File: config.mk
export PLATFORM = sky130hd
export DESIGN_NAME = image_feed_ctrl
export DESIGN_NICKNAME = d
export VERILOG_FILES = /design/src/rtl/image_feed_ctrl.sv
export SDC_FILE = /design/constraint.sdc
export NUM_CORES = 1
export LEC_CHECK = 0
export BUFFER_PORTS_ARGS = -buffer_cell sky130_fd_sc_hd__buf_4
export CORE_MARGIN = 2
export CORE_UTILIZATION = 58
export DETAILED_ROUTE_END_ITERATION = 8
export PLACE_DENSITY = 0.9
export SLEW_MARGIN = 25
export SYNTH_ARGS = -nofsm -noshare
export SYNTH_HDL_FRONTEND = slang
export SYNTH_SLANG_ARGS = --single-unit
File: constraint.sdc
create_clock -name ACLK -period 4.9 [get_ports ACLK]
set_input_delay 0.98 -clock ACLK [delete_from_list [all_inputs] [get_ports ACLK]]
set_output_delay 0.98 -clock ACLK [all_outputs]
set_load 0.05 [all_outputs]
File: src/rtl/image_feed_ctrl.sv
// image_feed_ctrl
//   Feeds pixels from an upstream source into the image_top filter. After a
//   start pulse it primes the filter line buffers with PRIME_LINES lines.
//   After that it releases one image line per rising edge of the filter's INT.
//   The frame ends with PAD_LINES all-zero lines so the filter can flush its
//   last output rows.
//   Optional build macro: FEED_TIMEOUT_EN adds a watchdog on the INT waits.
//   When the watchdog expires it aborts the frame and raises the sticky err.
module image_feed_ctrl #(
  parameter int IMG_W       = 512,
  parameter int IMG_H       = 512,
  parameter int PRIME_LINES = 4,
  parameter int PAD_LINES   = 2,
  parameter int DW          = 8,
  parameter int TO_CYCLES   = 65535
) (
  input  logic          ACLK,
  input  logic          ARESET,
  input  logic          start,
  input  logic          src_valid,
  input  logic [DW-1:0] src_data,
  output logic          src_ready,
  output logic          TVALID_man,
  output logic [DW-1:0] TDATA_man,
  input  logic          TREADY_man,
  input  logic          INT,
  output logic          busy,
  output logic          done,
  output logic          err
);

  localparam int CW = (IMG_W > 1) ? $clog2(IMG_W) : 1;
  localparam int LW = $clog2(IMG_H + 1);
  localparam int PW = (PAD_LINES > 0) ? $clog2(PAD_LINES + 1) : 1;

  localparam logic [CW-1:0] COL_LAST   = CW'(IMG_W - 1);
  localparam logic [LW-1:0] PRIME_LAST = LW'(PRIME_LINES - 1);
  localparam logic [LW-1:0] IMG_LAST   = LW'(IMG_H - 1);
  localparam logic [PW-1:0] PAD_LAST   = PW'((PAD_LINES > 0) ? PAD_LINES - 1 : 0);

  localparam logic [2:0] ST_IDLE     = 3'd0;
  localparam logic [2:0] ST_PRIME    = 3'd1;
  localparam logic [2:0] ST_WAIT_INT = 3'd2;
  localparam logic [2:0] ST_LINE     = 3'd3;
  localparam logic [2:0] ST_PAD_WAIT = 3'd4;
  localparam logic [2:0] ST_PAD      = 3'd5;
  localparam logic [2:0] ST_DONE     = 3'd6;

  // With no pad lines configured, the frame finishes directly after the image.
  localparam logic [2:0] ST_AFTER_IMAGE = (PAD_LINES > 0) ? ST_PAD_WAIT : ST_DONE;

  logic [2:0]    state_q, state_d;
  logic [CW-1:0] col_q, col_d;
  logic [LW-1:0] line_q, line_d;
  logic [PW-1:0] pad_q, pad_d;
  logic [1:0]    credit_q, credit_d;
  logic          int_q;
  logic          busy_q, busy_d;

  logic feed_st;
  logic pad_st;
  logic wait_st;
  logic xfer;
  logic line_end;
  logic int_rise;
  logic consume;
  logic timeout;

  assign feed_st  = (state_q == ST_PRIME) || (state_q == ST_LINE);
  assign pad_st   = (state_q == ST_PAD);
  assign wait_st  = (state_q == ST_WAIT_INT) || (state_q == ST_PAD_WAIT);
  assign xfer     = TVALID_man & TREADY_man;
  assign line_end = xfer && (col_q == COL_LAST);
  assign int_rise = INT & ~int_q;
  assign consume  = wait_st && (credit_q != 2'd0);

  // Stream muxing: zero-latency pass-through while feeding, constant zeros while padding.
  always_comb begin
    src_ready  = 1'b0;
    TVALID_man = 1'b0;
    TDATA_man  = '0;
    if (feed_st) begin
      TVALID_man = src_valid;
      TDATA_man  = src_data;
      src_ready  = TREADY_man;
    end else if (pad_st) begin
      TVALID_man = 1'b1;
    end
  end

  // Frame sequencing and the column, image-line and pad-line counters.
  always_comb begin
    state_d = state_q;
    col_d   = col_q;
    line_d  = line_q;
    pad_d   = pad_q;

    if (xfer) begin
      col_d = (col_q == COL_LAST) ? '0 : col_q + CW'(1);
    end

    case (state_q)
      ST_IDLE: begin
        if (start) begin
          state_d = ST_PRIME;
          col_d   = '0;
          line_d  = '0;
          pad_d   = '0;
        end
      end
      ST_PRIME: begin
        if (line_end) begin
          line_d = line_q + LW'(1);
          if (line_q == PRIME_LAST) begin
            state_d = (IMG_H == PRIME_LINES) ? ST_AFTER_IMAGE : ST_WAIT_INT;
          end
        end
      end
      ST_WAIT_INT: begin
        if (consume) begin
          state_d = ST_LINE;
        end else if (timeout) begin
          state_d = ST_IDLE;
        end
      end
      ST_LINE: begin
        if (line_end) begin
          line_d  = line_q + LW'(1);
          state_d = (line_q == IMG_LAST) ? ST_AFTER_IMAGE : ST_WAIT_INT;
        end
      end
      ST_PAD_WAIT: begin
        if (consume) begin
          state_d = ST_PAD;
        end else if (timeout) begin
          state_d = ST_IDLE;
        end
      end
      ST_PAD: begin
        if (line_end) begin
          pad_d   = pad_q + PW'(1);
          state_d = (pad_q == PAD_LAST) ? ST_DONE : ST_PAD_WAIT;
        end
      end
      ST_DONE: begin
        state_d = ST_IDLE;
      end
      default: begin
        state_d = ST_IDLE;
      end
    endcase
  end

  // INT credit pool: rises add and waits consume; a rise coinciding with a consume cancels out.
  always_comb begin
    credit_d = credit_q;
    if (state_q == ST_IDLE) begin
      if (start) begin
        credit_d = 2'd0;
      end
    end else begin
      case ({int_rise, consume})
        2'b10:   credit_d = (credit_q == 2'd3) ? credit_q : credit_q + 2'd1;
        2'b01:   credit_d = credit_q - 2'd1;
        default: credit_d = credit_q;
      endcase
    end
  end

  // busy follows the registered state so it rises the cycle after start is accepted.
  always_comb begin
    busy_d = (state_d != ST_IDLE);
  end

  // Core state registers.
  always_ff @(posedge ACLK or posedge ARESET) begin
    if (ARESET) begin
      state_q  <= ST_IDLE;
      col_q    <= '0;
      line_q   <= '0;
      pad_q    <= '0;
      credit_q <= 2'd0;
      int_q    <= 1'b0;
      busy_q   <= 1'b0;
    end else begin
      state_q  <= state_d;
      col_q    <= col_d;
      line_q   <= line_d;
      pad_q    <= pad_d;
      credit_q <= credit_d;
      int_q    <= INT;
      busy_q   <= busy_d;
    end
  end

  assign busy = busy_q;
  assign done = (state_q == ST_DONE);

`ifdef FEED_TIMEOUT_EN
  localparam int TW = $clog2(TO_CYCLES + 1);
  localparam logic [TW-1:0] TO_LAST = TW'(TO_CYCLES - 1);

  logic [TW-1:0] to_q, to_d;
  logic          err_q, err_d;

  assign timeout = wait_st && (credit_q == 2'd0) && (to_q == TO_LAST);

  // Watchdog counts the cycles spent in the current wait state.
  // Leaving the wait state, including a short detour through LINE or PAD, restarts it at zero.
  always_comb begin
    to_d  = '0;
    err_d = err_q;
    if (wait_st && (state_d == state_q)) begin
      to_d = to_q + TW'(1);
    end
    if ((state_q == ST_IDLE) && start) begin
      err_d = 1'b0;
    end
    if (timeout) begin
      err_d = 1'b1;
    end
  end

  // Watchdog registers.
  always_ff @(posedge ACLK or posedge ARESET) begin
    if (ARESET) begin
      to_q  <= '0;
      err_q <= 1'b0;
    end else begin
      to_q  <= to_d;
      err_q <= err_d;
    end
  end

  assign err = err_q;
`else
  assign timeout = 1'b0;
  assign err     = 1'b0;
`endif

endmodule

==> run metrics <==
Clk pwr share 0.289; WP data arrival between 1.5 and 2 ns; element type at the critical path end primary output; Non-Filler Instances 235; Die Ht between 50 and 60 µm; setup ws final approximately 1.9 ns; Synth Cell Area 1684 µm²; EDFF count, synth 0; sequential share of power 0.532; Ys Warns 0; number of synthesized register bits 28; Skew-Pair Late Insertion Delay 0.35 ns; Placer Congestion a little over 0.8; Final ANT Viol Nets 0; initial antenna violation count 0; Top FF cell, synth dfrtp_1; Combinational Power Share 0.179; outcome finished, final reports clean; most common cell after layout, fill and taps aside dfrtp_1; ant diodes 0; Fmax between 300 and 400 MHz; worst path required time 3.92 ns; Setup violations, final 0; DRT iter0 DRCs 22; simple-gate share of the synthesized area 0.2689; CP Max Fanout 18; die width 57.89 µm; I/O pins 27; slowest CP cell dfrtp_1; slowest stage delay, CP slightly below 0.7 ns; nets@finish 223; Fillers 205; Final period util 0.6052; Multi-input gate area a little over 900 µm²; Peak VDD IR between 400 and 500 µV; postcts setup bufs 0; largest family of logic cells by synthesized area simple AND/OR/NAND/NOR gates; ys async rst share 1.000; r2r endpoint line_q[9]$_DFFE_PP0P_; core area 2758 µm²; reg2reg start col_q[2]$_DFF_PP0_; syn avg cell area around 9.1 µm²; Lkg Pwr around 0.81 nW; setup tns final 0 ns; kind of critical path register to primary output; first-pass GRT wire length slightly above 6000 µm; clock sinks 28; initial core utilization 0.6107; Top Family by Delay on Critical Path simple AND/OR/NAND/NOR gates; worst-margin pin slew between 0.6 and 0.7 ns; synthesized-area fraction occupied by adder cells 0.02972; Reg clk slew, reported paths between 0.15 and 0.2 ns; DRT Wirelength between 3000 and 4000 µm; CTS Root Buffer Type clkbuf_4; RSZ-0062 raised after global routing false; Via density slightly above 6; most frequent cells in the layout 28 x dfrtp_1, 25 x buf_4, 15 x nor2_1; share of cells above drive strength 1 0.1765; pre-CTS WS about 2.1 ns; slew margin rel. 0.5772; Resize count post-CTS 0; # DRC 0; Post-CTS Hold Buffers 0; Die ar. approximately 3400 µm²; Sw Share 0.2850; Num CTS Buffers 3; Register Area between 700 and 800 µm²; total grt overflow 0; vias about 1500; GRT Total Usage 0.2377; worst path bufs/invs 1; area grow syn2layout 13.67%; multiplexer share of the synthesized area 0.01189; sequential share of the synthesized area 0.4160; Layout Skew ~0.018 ns; final instance area 1914 µm²; largest net degree at the start of global routing 29; final hold vios 0; total power 533.2 µW; Critical Path, Cell by Cell nor2b_1 -> nor2_1 -> nor2_1 -> buf_4; Hold Crit Depth 2; r2r setup slk 2.35 ns; Post-Syn Instances around 190; Slew Limit Fails 0; Hold WC Path Type register to register; crit path launch type register; XOR/XNOR Fraction of Synth Area 0.05721; Max Root-Sink Buffers 2; CP dominant cell by count nor2_1; R2R depth 8; worst hold start pad_q[1]$_DFFE_PP0P_; number of detailed-route iterations in the first pass 4; Net Count, Synth just over 200; DR WL/cell 15.58 µm; vias in the first global route about 1400; Synth Area in Compound Gates 0.1672; placed cell count ~230; Hold EP pad_q[1]$_DFFE_PP0P_; Max-cap violations 0; port buffer count 25; Int Power 381.2 µW; CTS tree built; min cycle time layout a little under 3 ns; number of cell rows 19; HPWL Detailed 2748 µm; Unique masters post-synth 43; Post-DP Area between 1500 and 2000 µm²; H-Tree Depth 1; Power per Cell Area ~280 nW/µm²; NetSw 151.9 µW
-- routing by layer --
metal  global-route usage  share of wire  vias to the layer above
met5                    0              0                        -
li1                     -              -                      703
met2               0.4042           0.51                       29
met1               0.2980           0.43                      713
met4              0.07641          0.016                        0
met3              0.05804          0.038                        9
-- worst reg2reg max path, stage by stage, from the launching register on --
cell     delay, ns
dfrtp_1       0.45
and4_1        0.24
nand2_1       0.09
nor2_1        0.13
ha_1          0.23
nand4_1       0.30
a21o_1        0.33
or4_1         0.52
a21oi_1       0.17
-- registers in the layout, indices dropped and copies added (netlist names) --
signal and cells:
int_q 1, pad_q 2, state_q 3, busy 1, line_q 10, credit_q 2, col_q 9
-- cell usage after synthesis (6+ instances only) --
cell,count,share of area
dfrtp_1,28,0.42
nor2_1,15,0.033
a21oi_1,7,0.021
xnor2_1,6,0.031
nand2_1,9,0.020
o21ai_0,8,0.024
clkbuf_1,9,0.020
nand3_1,9,0.027
and2_1,11,0.041
inv_1,8,0.018
or3_1,7,0.026
-- worst max-delay path by stage --
stage | start | end | slack (ns) | cells after the start
2_1_floorplan | src_valid | TVALID_man | 1.93 | 4
3_3_place_gp | src_valid | TVALID_man | 2.14 | 5
3_5_place_dp | src_valid | TVALID_man | 2.13 | 5
4_1_cts | state_q[2]$_DFF_PP0_ | TVALID_man | 1.94 | 4
5_1_grt | state_q[2]$_DFF_PP0_ | TVALID_man | 1.69 | 4
6_report | state_q[2]$_DFF_PP0_ | TVALID_man | 1.93 | 4
-- through the flow --
| stage | utilization | hold slack (ns) |
|---|---|---|
| finish | 0.6942 | 0.5245 |
| global route | 0.6942 | 0.5418 |
| CTS | 0.6942 | 0.5317 |
| detailed placement | 0.6751 | 0.5005 |
| global placement | 0.6751 | 0.4812 |
| floorplan | - | 0.4652 |
-- power by group through the flow --
stage	logic [mW]	registers, mW	clock network (mW)
global route	0.109	0.288	0.163
global placement	0.0925	0.286	0
finish	0.0953	0.284	0.154
floorplan	0.0722	0.280	0
CTS	0.0964	0.283	0.156
detailed placement	0.0949	0.288	0
-- logic make-up (layout without fill, tap and decap cells) --
| kind of cell | after synthesis | count (layout) |
|---|---|---|
| buf+inv | 19 | 37 |
| xor+xnor | 11 | 11 |
| other cells | 1 | 1 |
| fa+ha+maj | 4 | 4 |
| simple gates | 80 | 80 |
| mux | 2 | 2 |
| compound gates | 41 | 41 |
| flops | 28 | 28 |
-- cell type report --
class / instances / area share
timing repair buffer: 25 / 0.09804
multi-input combinational: 139 / 0.4725
sequential: 28 / 0.3660
clock inverter: 1 / 0.01569
inverter: 8 / 0.01569
clock buffer: 3 / 0.01176
tap: 31 / 0.02026
Note: power is estimated with default switching activity, not from simulation.
